--- config.mk ---
export PLATFORM = sky130hd
export DESIGN_NAME = dmem_wait_responder_flat
export DESIGN_NICKNAME = d
export VERILOG_FILES = /design/src/rtl/dmem_wait_responder_if.sv /design/src/rtl/dmem_wait_responder.sv /design/src/flat_wrapper.sv
export SDC_FILE = /design/constraint.sdc
export NUM_CORES = 2
export LEC_CHECK = 0
export ABC_AREA = 1
export CAP_MARGIN = 40
export CORE_ASPECT_RATIO = 0.7
export CORE_MARGIN = 2
export CORE_UTILIZATION = 25
export CTS_CLUSTER_DIAMETER = 100
export DETAILED_ROUTE_END_ITERATION = 6
export GPL_ROUTABILITY_DRIVEN = 0
export SLEW_MARGIN = 40
export SYNTH_ARGS = -nofsm -noshare
export SYNTH_HDL_FRONTEND = slang
export SYNTH_SLANG_ARGS = --single-unit
--- constraint.sdc ---
create_clock -name clk -period 6.3 [get_ports clk]
set_input_delay 1.26 -clock clk [delete_from_list [all_inputs] [get_ports clk]]
set_output_delay 1.26 -clock clk [all_outputs]
set_load 0.02 [all_outputs]
--- src/rtl/dmem_wait_responder_if.sv ---
// Store/load bus between the core (master) and the data-memory responder (slave).
interface dmem_wait_responder_if;
  logic        MemWrite;
  logic        MemRead;
  logic [31:0] DataAdr;
  logic [31:0] WriteData;
  logic [31:0] ReadData;
  logic        Ready;

  modport master (output MemWrite, MemRead, DataAdr, WriteData,
                  input  ReadData, Ready);
  modport slave  (input  MemWrite, MemRead, DataAdr, WriteData,
                  output ReadData, Ready);
endinterface

--- src/rtl/dmem_wait_responder.sv ---
// Data-memory responder with fixed wait states and a sticky result-store monitor.
// Define DMEM_BOUNDS_EN to add AddrErr and reject accesses outside the array.
//
// state | meaning
// IDLE  | waiting for MemWrite/MemRead; request registers load on the accepting edge
// BUSY  | counting down wait states on the latched request
// DONE  | Ready pulse; write committed or ReadData loaded on the entering edge
module dmem_wait_responder #(
  parameter int unsigned ADDR_BITS   = 6,
  parameter int unsigned WAIT_CYCLES = 2,
  parameter logic [31:0] RESULT_ADDR = 32'h0000_0064
) (
  input  logic                        clk,
  input  logic                        reset,
  dmem_wait_responder_if.slave        bus,
  output logic                        ResultHit,
  output logic [31:0]                 ResultValue
`ifdef DMEM_BOUNDS_EN
  ,
  output logic                        AddrErr
`endif
);

  localparam int unsigned DEPTH     = 2 ** ADDR_BITS;
  localparam logic [3:0]  WAIT_LD   = 4'(WAIT_CYCLES);
  localparam bit          ZERO_WAIT = (WAIT_CYCLES == 0);

  typedef enum logic [1:0] {IDLE, BUSY, DONE} state_t;

  state_t      state_q;
  logic [3:0]  cnt_q;
  logic [31:0] adr_q;
  logic [31:0] data_q;
  logic        we_q;
  logic        ready_q;
  logic [31:0] rdata_q;
  logic        hit_q;
  logic [31:0] value_q;
  logic        err_q;

  logic [31:0] mem_q [0:DEPTH-1];

  logic                 req;
  logic                 commit;
  logic                 c_we;
  logic                 c_err;
  logic [31:0]          c_adr;
  logic [31:0]          c_data;
  logic [ADDR_BITS-1:0] c_idx;

  // With zero wait states the commit happens on the accepting edge, so it
  // must use the live bus values rather than the request registers.
  always_comb begin
    req    = bus.MemWrite | bus.MemRead;
    c_adr  = adr_q;
    c_data = data_q;
    c_we   = we_q;
    if (state_q == IDLE) begin
      c_adr  = bus.DataAdr;
      c_data = bus.WriteData;
      c_we   = bus.MemWrite;
    end
    commit = reset &&
             (((state_q == IDLE) && req && ZERO_WAIT) ||
              ((state_q == BUSY) && (cnt_q == 4'd1)));
    c_idx  = c_adr[ADDR_BITS+1:2];
`ifdef DMEM_BOUNDS_EN
    c_err  = |c_adr[31:ADDR_BITS+2];
`else
    c_err  = 1'b0;
`endif
  end

  always_ff @(posedge clk or negedge reset) begin
    if (!reset) begin
      state_q <= IDLE;
      cnt_q   <= 4'd0;
      adr_q   <= 32'd0;
      data_q  <= 32'd0;
      we_q    <= 1'b0;
      ready_q <= 1'b0;
      rdata_q <= 32'd0;
      hit_q   <= 1'b0;
      value_q <= 32'd0;
      err_q   <= 1'b0;
    end else begin
      ready_q <= 1'b0;
      err_q   <= 1'b0;
      case (state_q)
        IDLE: begin
          if (req) begin
            adr_q  <= bus.DataAdr;
            data_q <= bus.WriteData;
            we_q   <= bus.MemWrite;
            if (ZERO_WAIT) begin
              state_q <= DONE;
            end else begin
              cnt_q   <= WAIT_LD;
              state_q <= BUSY;
            end
          end
        end
        BUSY: begin
          cnt_q <= cnt_q - 4'd1;
          if (cnt_q == 4'd1) state_q <= DONE;
        end
        DONE:    state_q <= IDLE;
        default: state_q <= IDLE;
      endcase

      if (commit) begin
        ready_q <= 1'b1;
        err_q   <= c_err;
        if (c_we) begin
          if (c_adr == RESULT_ADDR) begin
            hit_q   <= 1'b1;
            value_q <= c_data;
          end
        end else begin
          rdata_q <= c_err ? 32'hDEAD_BEEF : mem_q[c_idx];
        end
      end
    end
  end

  // Array is deliberately left out of reset so contents survive an abort.
  always_ff @(posedge clk) begin
    if (commit && c_we && !c_err) mem_q[c_idx] <= c_data;
  end

  assign bus.Ready    = ready_q;
  assign bus.ReadData = rdata_q;
  assign ResultHit    = hit_q;
  assign ResultValue  = value_q;
`ifdef DMEM_BOUNDS_EN
  assign AddrErr      = err_q;
`endif

endmodule
--- src/flat_wrapper.sv ---
// flat-port wrapper written by rule: the top's interface ports become plain ports
module dmem_wait_responder_flat 
#(
  parameter int unsigned ADDR_BITS   = 6,
  parameter int unsigned WAIT_CYCLES = 2,
  parameter logic [31:0] RESULT_ADDR = 32'h0000_0064
)
  (clk, reset, ResultHit, ResultValue, bus_MemWrite, bus_MemRead, bus_DataAdr, bus_WriteData, bus_ReadData, bus_Ready);
  dmem_wait_responder_if bus_i ();
  input  logic clk;
  input  logic reset;
  output logic ResultHit;
  output logic [31:0] ResultValue;
  input wire logic [$bits(bus_i.MemWrite)-1:0] bus_MemWrite;
  input wire logic [$bits(bus_i.MemRead)-1:0] bus_MemRead;
  input wire logic [$bits(bus_i.DataAdr)-1:0] bus_DataAdr;
  input wire logic [$bits(bus_i.WriteData)-1:0] bus_WriteData;
  output wire logic [$bits(bus_i.ReadData)-1:0] bus_ReadData;
  output wire logic [$bits(bus_i.Ready)-1:0] bus_Ready;
  assign bus_i.MemWrite = bus_MemWrite;
  assign bus_i.MemRead = bus_MemRead;
  assign bus_i.DataAdr = bus_DataAdr;
  assign bus_i.WriteData = bus_WriteData;
  assign bus_ReadData = bus_i.ReadData;
  assign bus_Ready = bus_i.Ready;
  dmem_wait_responder #(.ADDR_BITS(ADDR_BITS), .WAIT_CYCLES(WAIT_CYCLES), .RESULT_ADDR(RESULT_ADDR)) u_core (.clk(clk), .reset(reset), .bus(bus_i), .ResultHit(ResultHit), .ResultValue(ResultValue));
endmodule
# Word level (Yosys, flattened, before mapping)

Memories as Yosys holds them, arrays and structs flattened. A register that Yosys moved wholly into a read port is not among the register bits.
Index checks and enable logic that the tools add are counted.
W data, S select, Z words.

Bits in registers: 105
RAM bits: 2048
Word-level logic and storage cells: 39
Input port bits: 68
Memories kept: 1
ROM bits: 0
Latch bits: 0

Memory list:

| name         | depth | width | read ports | clocked after memory_dff | write ports | RTL line                  | RTL |
|---|---|---|---|---|---|---|---|
| u_core.mem_q | 64    | 32    | 1          | 1                        | 1           | dmem_wait_responder.sv:41 | `logic [31:0] mem_q [0:DEPTH-1];` |

Mux-type cells: 11
Div/mod/pow operators: 0
$mul: 0
Add/subtract/negate cells: 1
Equal/unequal tests: 5
Order comparisons: 0
Reduce and logical (&&, ||, !) cells: 11
Bitwise operators: 2
Shift-type cells: 0

Operator list:

| kind                  | number |
|---|---|
| $mux W32              | 2 |
| $eq A32 B7 Y1 const B | 1 |
| $pmux W4 S2           | 1 |
| $reduce_and A2 Y1     | 4 |
| $eq A4 B1 Y1 const B  | 1 |
| $mux W1               | 4 |
| $mux W2               | 2 |
| $mux W4               | 1 |
| $pmux W2 S2           | 1 |
| $sub A4 B1 Y4 const B | 1 |
| $logic_and A1 B1 Y1   | 3 |
| $reduce_and A3 Y1     | 1 |
| $eq A2 B1 Y1 const B  | 1 |
| $logic_not A2 Y1      | 1 |
| $ne A2 B1 Y1 const B  | 1 |
| $ne A2 B2 Y1 const B  | 1 |
| $reduce_bool A2 Y1    | 1 |
| $logic_not A1 Y1      | 1 |
| $not A1 Y1            | 1 |
| $or A1 B1 Y1          | 1 |

# Depth between registers and ports, before layout

Word-level depth: 6
Mapped depth: 18
Gate-level depth less buffers: 16

# Worst setup path after synthesis

OpenSTA, ideal clock, no wires.

Path kind: input-to-reg
Start point: input bus_DataAdr[5]
End point: memory u_core.mem_q[48][0] (enable)
Library setup time: 0.502 ns
Data required time: 5.798 ns
Data arrival time: 5.125 ns
Buffers on the path: 1
Stages: 8
Setup slack: 0.673 ns
Cell sequence: nand2_1 o21ai_2 inv_2 nand3_1 inv_2 buf_2 nand2_1 nor4_1

Word-level cells in the longest chain between the ends: 1

Ends and longest elaborated chain:

| element            | RTL line                  | RTL |
|---|---|---|
| start: declaration | flat_wrapper.sv:16        | `input wire logic [$bits(bus_i.DataAdr)-1:0] bus_DataAdr;` |
| $mux W32           | dmem_wait_responder.sv:58 | `if (state_q == IDLE) begin` |
| end: declaration   | dmem_wait_responder.sv:41 |  |

No other way between the ends.

# Worst setup path after layout

Start point: register u_core.state_q[1]
End point: memory u_core.mem_q[52][30] (enable)

Word-level cells in the longest chain between the ends: 6
Elaborated cells on any way between the ends: 9

Ends and longest elaborated chain:

| element                       | RTL line                   | RTL |
|---|---|---|
| start: declaration            | dmem_wait_responder.sv:30  | `state_t state_q;` |
| start signal: assignment      | dmem_wait_responder.sv:76  | `state_q <= IDLE;` |
| start signal: assignment      | dmem_wait_responder.sv:96  | `state_q <= DONE;` |
| start signal: assignment      | dmem_wait_responder.sv:99  | `state_q <= BUSY;` |
| $eq A2 B1 Y1                  | dmem_wait_responder.sv:65  | `((state_q == BUSY) && (cnt_q == 4'd1)));` |
| $logic_and A1 B1 Y1           | dmem_wait_responder.sv:65  |  |
| $logic_and A1 B1 Y1           | dmem_wait_responder.sv:63  | `commit = reset &&` |
| $logic_and A1 B1 Y1           | dmem_wait_responder.sv:128 | `if (commit && c_we && !c_err) mem_q[c_idx] <= c_data;` |
| $mux W1                       | dmem_wait_responder.sv:128 |  |
| $mux W1 (implied by the code) | dmem_wait_responder.sv:128 |  |

Parallel ways exist; a longest one is shown, timed or not.

==> run summary <==
The run finished with clean final reports. The tool flagged a number of max-cap violations equal to 0. The worst pin sits at a relative slew slack of 41.23%. The count of nets left with antenna violations once routing finished came out at 0.

The number of buffers inserted by post-CTS setup repair was 0. The worst register-to-register path begins at u_core.state_q[1]$_DFFE_PN0P_. The tools report the number of vias in the routed layout as 64750. The die is 514.6 µm tall.

Post-detailed-routing wire length: 280700 µm. The count of buffers added on input and output ports is 133. Setup violations remaining at the end of the flow were counted as 0.

Entering global routing, the biggest net connects 153 pins. STA puts the critical path data arrival time at 4760 ps. Across every metal layer, demand over resource in global routing totals 14.32%. TritonCTS built the clock tree. Once the floorplan was initialized, standard cells occupied 25.11% of the core.

The H-tree level count came out at 4. The run gives 0 as the total congestion overflow after global routing. The tree built by TritonCTS fans out to 2185 sinks.

From synthesis to final layout, the design area changed by 16.17%. The first global-routing pass estimated 412700 µm of wire. No sink is reached through more buffers than the 4 on the longest clock path. The number of nets produced by synthesis is 9266. In this run the worst hold path is classified as in -> async. At the later pin of the worst-skew pair, clock insertion delay measures 870 ps.

Signal routing reaches up to met5. Setup repair after global routing left no endpoint under its margin. The most common library cell in the layout ignoring fill and taps is sky130_fd_sc_hd__nand2_1. The net count of the finished layout is 9298. For this block, the initial DRC count from the detailed router was 7788.

In the layout the commonest cells are sky130_fd_sc_hd__nand2_1, sky130_fd_sc_hd__edfxtp_1, sky130_fd_sc_hd__nand3_1. Hold violation total from the final report: 0. Counting every instance in the synthesized netlist gives 9196.

The worst-case IR drop observed on VDD is 0.5492 mV. The run gives 43.65 nW as the cell leakage power. The initial antenna violation count was 16. Largest fanout on the critical path: 71.

The critical path is of the reg -> reg type. The number of enable flip-flop cells after synthesis was 2048. A synthesized cell averages 10.13 µm².

The launch point of the critical path was u_core.state_q[1]$_DFFE_PN0P_. Clock tree synthesis inserted a total of 213 buffers. The share of flip-flops with an asynchronous set or reset after synthesis is 6.270%. For the pin with the worst max-slew slack, the measured transition is 881.6 ps. For the data required time of the worst path, the log shows 6840 ps. Amount of wire on met2 after detailed routing: 121200 µm. Measured along the x axis, the die boundary spans 733.5 µm. The detailed route wirelength on metal3 is 24860 µm. The number of gates resized after CTS was 0.

Summed over all nets, the half-perimeter wirelength after detailed placement is 155500 µm. The routed via count divided by cell count was 4.524; the number of detailed-routing iterations run before antenna repair was 6. The end of the worst register-to-register path was u_core.mem_q[52][30]$_DFFE_PP_.

For the finished layout, the period the worst path requires is 4213 ps. The number of cells on the worst reg-to-reg path works out to 8. In this run, post-CTS hold repair placed 0 buffers. The logs give 60060 for the number of global-route vias before repair and 377500 µm² for the full die area. During synthesis, Yosys emitted a total of 0 warnings. In this run the count of I/O pins placed on the die edge is 134. The cell area that synthesis handed to floorplanning was 93120 µm².

The number of distinct library cells after synthesis was 36. The final critical path takes up 66.87% of the cycle. The synthesized design contains 2185 register bits.

The tools report the endpoint class of the critical path as a register. Commonest register cell after synthesis: sky130_fd_sc_hd__edfxtp_1. The launching element type of the critical path is a register. The clock transition at the registers of the reported paths was 70 ps; the max-slew violation count was 0. Sequential cells were found to cover 69.72% of the synthesized design area. After floorplanning, the core was divided into 187 placement rows. The per-cell routed wire length was 19.61 µm. The fraction of final layout cells with drive strength greater than 1 was 6.973%. The tools report the clock tree root buffer cell as sky130_fd_sc_hd__clkbuf_16. In this run the register-to-register setup slack is 2090 ps. The total power per unit cell area is 501.3 nW/µm², and the final setup TNS is 0 ps. Total power for the finished layout comes to 54.24 mW. Clock skew on the completed layout was measured at 45.78 ps. The detailed-route wire length on metal 1 is 128000 µm.

The critical path ends at u_core.mem_q[52][30]$_DFFE_PP_. In the routed design, unresolved DRC markers number 0. The logs give 237.4 MHz for the fmax and 370800 µm² for the area of the core.
==> per-layer routing <==
metal | global-route usage, % | vias to the layer above
li1 | - | 30290
met1 | 21.33 | 31400
met2 | 21.50 | 2699
met3 | 2.513 | 342
met4 | 3.440 | 22
met5 | 0 | -
==> logic make-up after synthesis <==
kind of cell             after synthesis  synth area share, %
AO/OA/AOI/OAI                        121               0.6879
AND/OR/NAND/NOR                     6203                26.30
XOR/XNOR                               2              0.01881
flip-flops                          2185                69.72
buffers and inverters                683                3.239
adder cells (fa/ha/maj)                2              0.02687
==> cell type report <==
| cell class | instances | area, µm² |
|---|---|---|
| Fill cell | 38030 | 262700 |
| Sequential cell | 2185 | 64930 |
| Antenna cell | 6 | 15.01 |
| Clock buffer | 282 | 5803 |
| Inverter | 157 | 589.3 |
| Clock inverter | 99 | 664.4 |
| Tap cell | 4914 | 6148 |
| Timing Repair Buffer | 343 | 3827 |
| Multi-Input combinational cell | 6328 | 26210 |
==> registers in the layout, summed over array words and instances, names as in the netlist <==
name                 cells
u_core.bus.Ready         1
u_core.we_q              1
u_core.cnt_q             4
u_core.ResultHit         1
u_core.adr_q            32
u_core.mem_q          2048
u_core.bus.ReadData     32
u_core.state_q           2
u_core.data_q           32
u_core.ResultValue      32
==> through the flow <==
stage / area [µm²] / util (%) / hold slack [ps] / cells / setup slack [ps]
2_1_floorplan: 93120 / - / 449.2 / 9196 / 673.5
5_1_grt: 108200 / 29.17 / 399.7 / 14310 / 1862
4_1_cts: 107900 / 29.09 / 371.9 / 14300 / 1657
3_5_place_dp: 101400 / 27.34 / 457.5 / 13910 / 1549
6_report: 108200 / 29.17 / 362.0 / 14310 / 2087
3_3_place_gp: 101000 / 27.24 / 456.6 / 13900 / 1564
==> worst min path at each step <==
stage,start,to,cells past startpoint
final,reset,u_core.ResultValue[16]$_DFFE_PN0P_,1
after global routing,reset,u_core.ResultValue[15]$_DFFE_PN0P_,1
after CTS,reset,u_core.cnt_q[2]$_DFFE_PN0P_,1
after detailed placement,u_core.ResultValue[4]$_DFFE_PN0P_,u_core.ResultValue[4]$_DFFE_PN0P_,2
after global placement,u_core.ResultHit$_DFFE_PN0P_,u_core.ResultHit$_DFFE_PN0P_,2
after floorplan,u_core.adr_q[16]$_DFFE_PN0P_,u_core.adr_q[16]$_DFFE_PN0P_,2
==> synthesized netlist by cell type (14+ instances only) <==
cell,count,area [µm²]
sky130_fd_sc_hd__a21oi_1,14,70.07
sky130_fd_sc_hd__buf_1,38,142.6
sky130_fd_sc_hd__buf_2,320,1602
sky130_fd_sc_hd__clkbuf_1,156,585.6
sky130_fd_sc_hd__dfrtp_1,137,3428
sky130_fd_sc_hd__edfxtp_1,2048,61500
sky130_fd_sc_hd__inv_1,149,559.3
sky130_fd_sc_hd__nand2_1,5196,19500
sky130_fd_sc_hd__nand3_1,789,3949
sky130_fd_sc_hd__nor2_1,149,559.3
sky130_fd_sc_hd__o21ai_0,90,450.4
sky130_fd_sc_hd__or2_2,29,181.4
==> report_power, final <==
part	switching, mW	internal (mW)	leakage [nW]
clock	5.53	6.73	3.18
combinational	17.3	5.53	20.2
sequential	0.299	18.9	20.3
==> worst max-delay path: stages (launching register included) <==
cell and delay [ps]:
sky130_fd_sc_hd__dfrtp_1 470, sky130_fd_sc_hd__inv_2 150, sky130_fd_sc_hd__nand2_8 280, sky130_fd_sc_hd__nand2_8 540, sky130_fd_sc_hd__nand2_8 470, sky130_fd_sc_hd__nor2_1 300, sky130_fd_sc_hd__nand2_1 450, sky130_fd_sc_hd__nor2_4 830
sky130_fd_sc_hd__buf_4 360
Power figures use the tool's default switching activity.
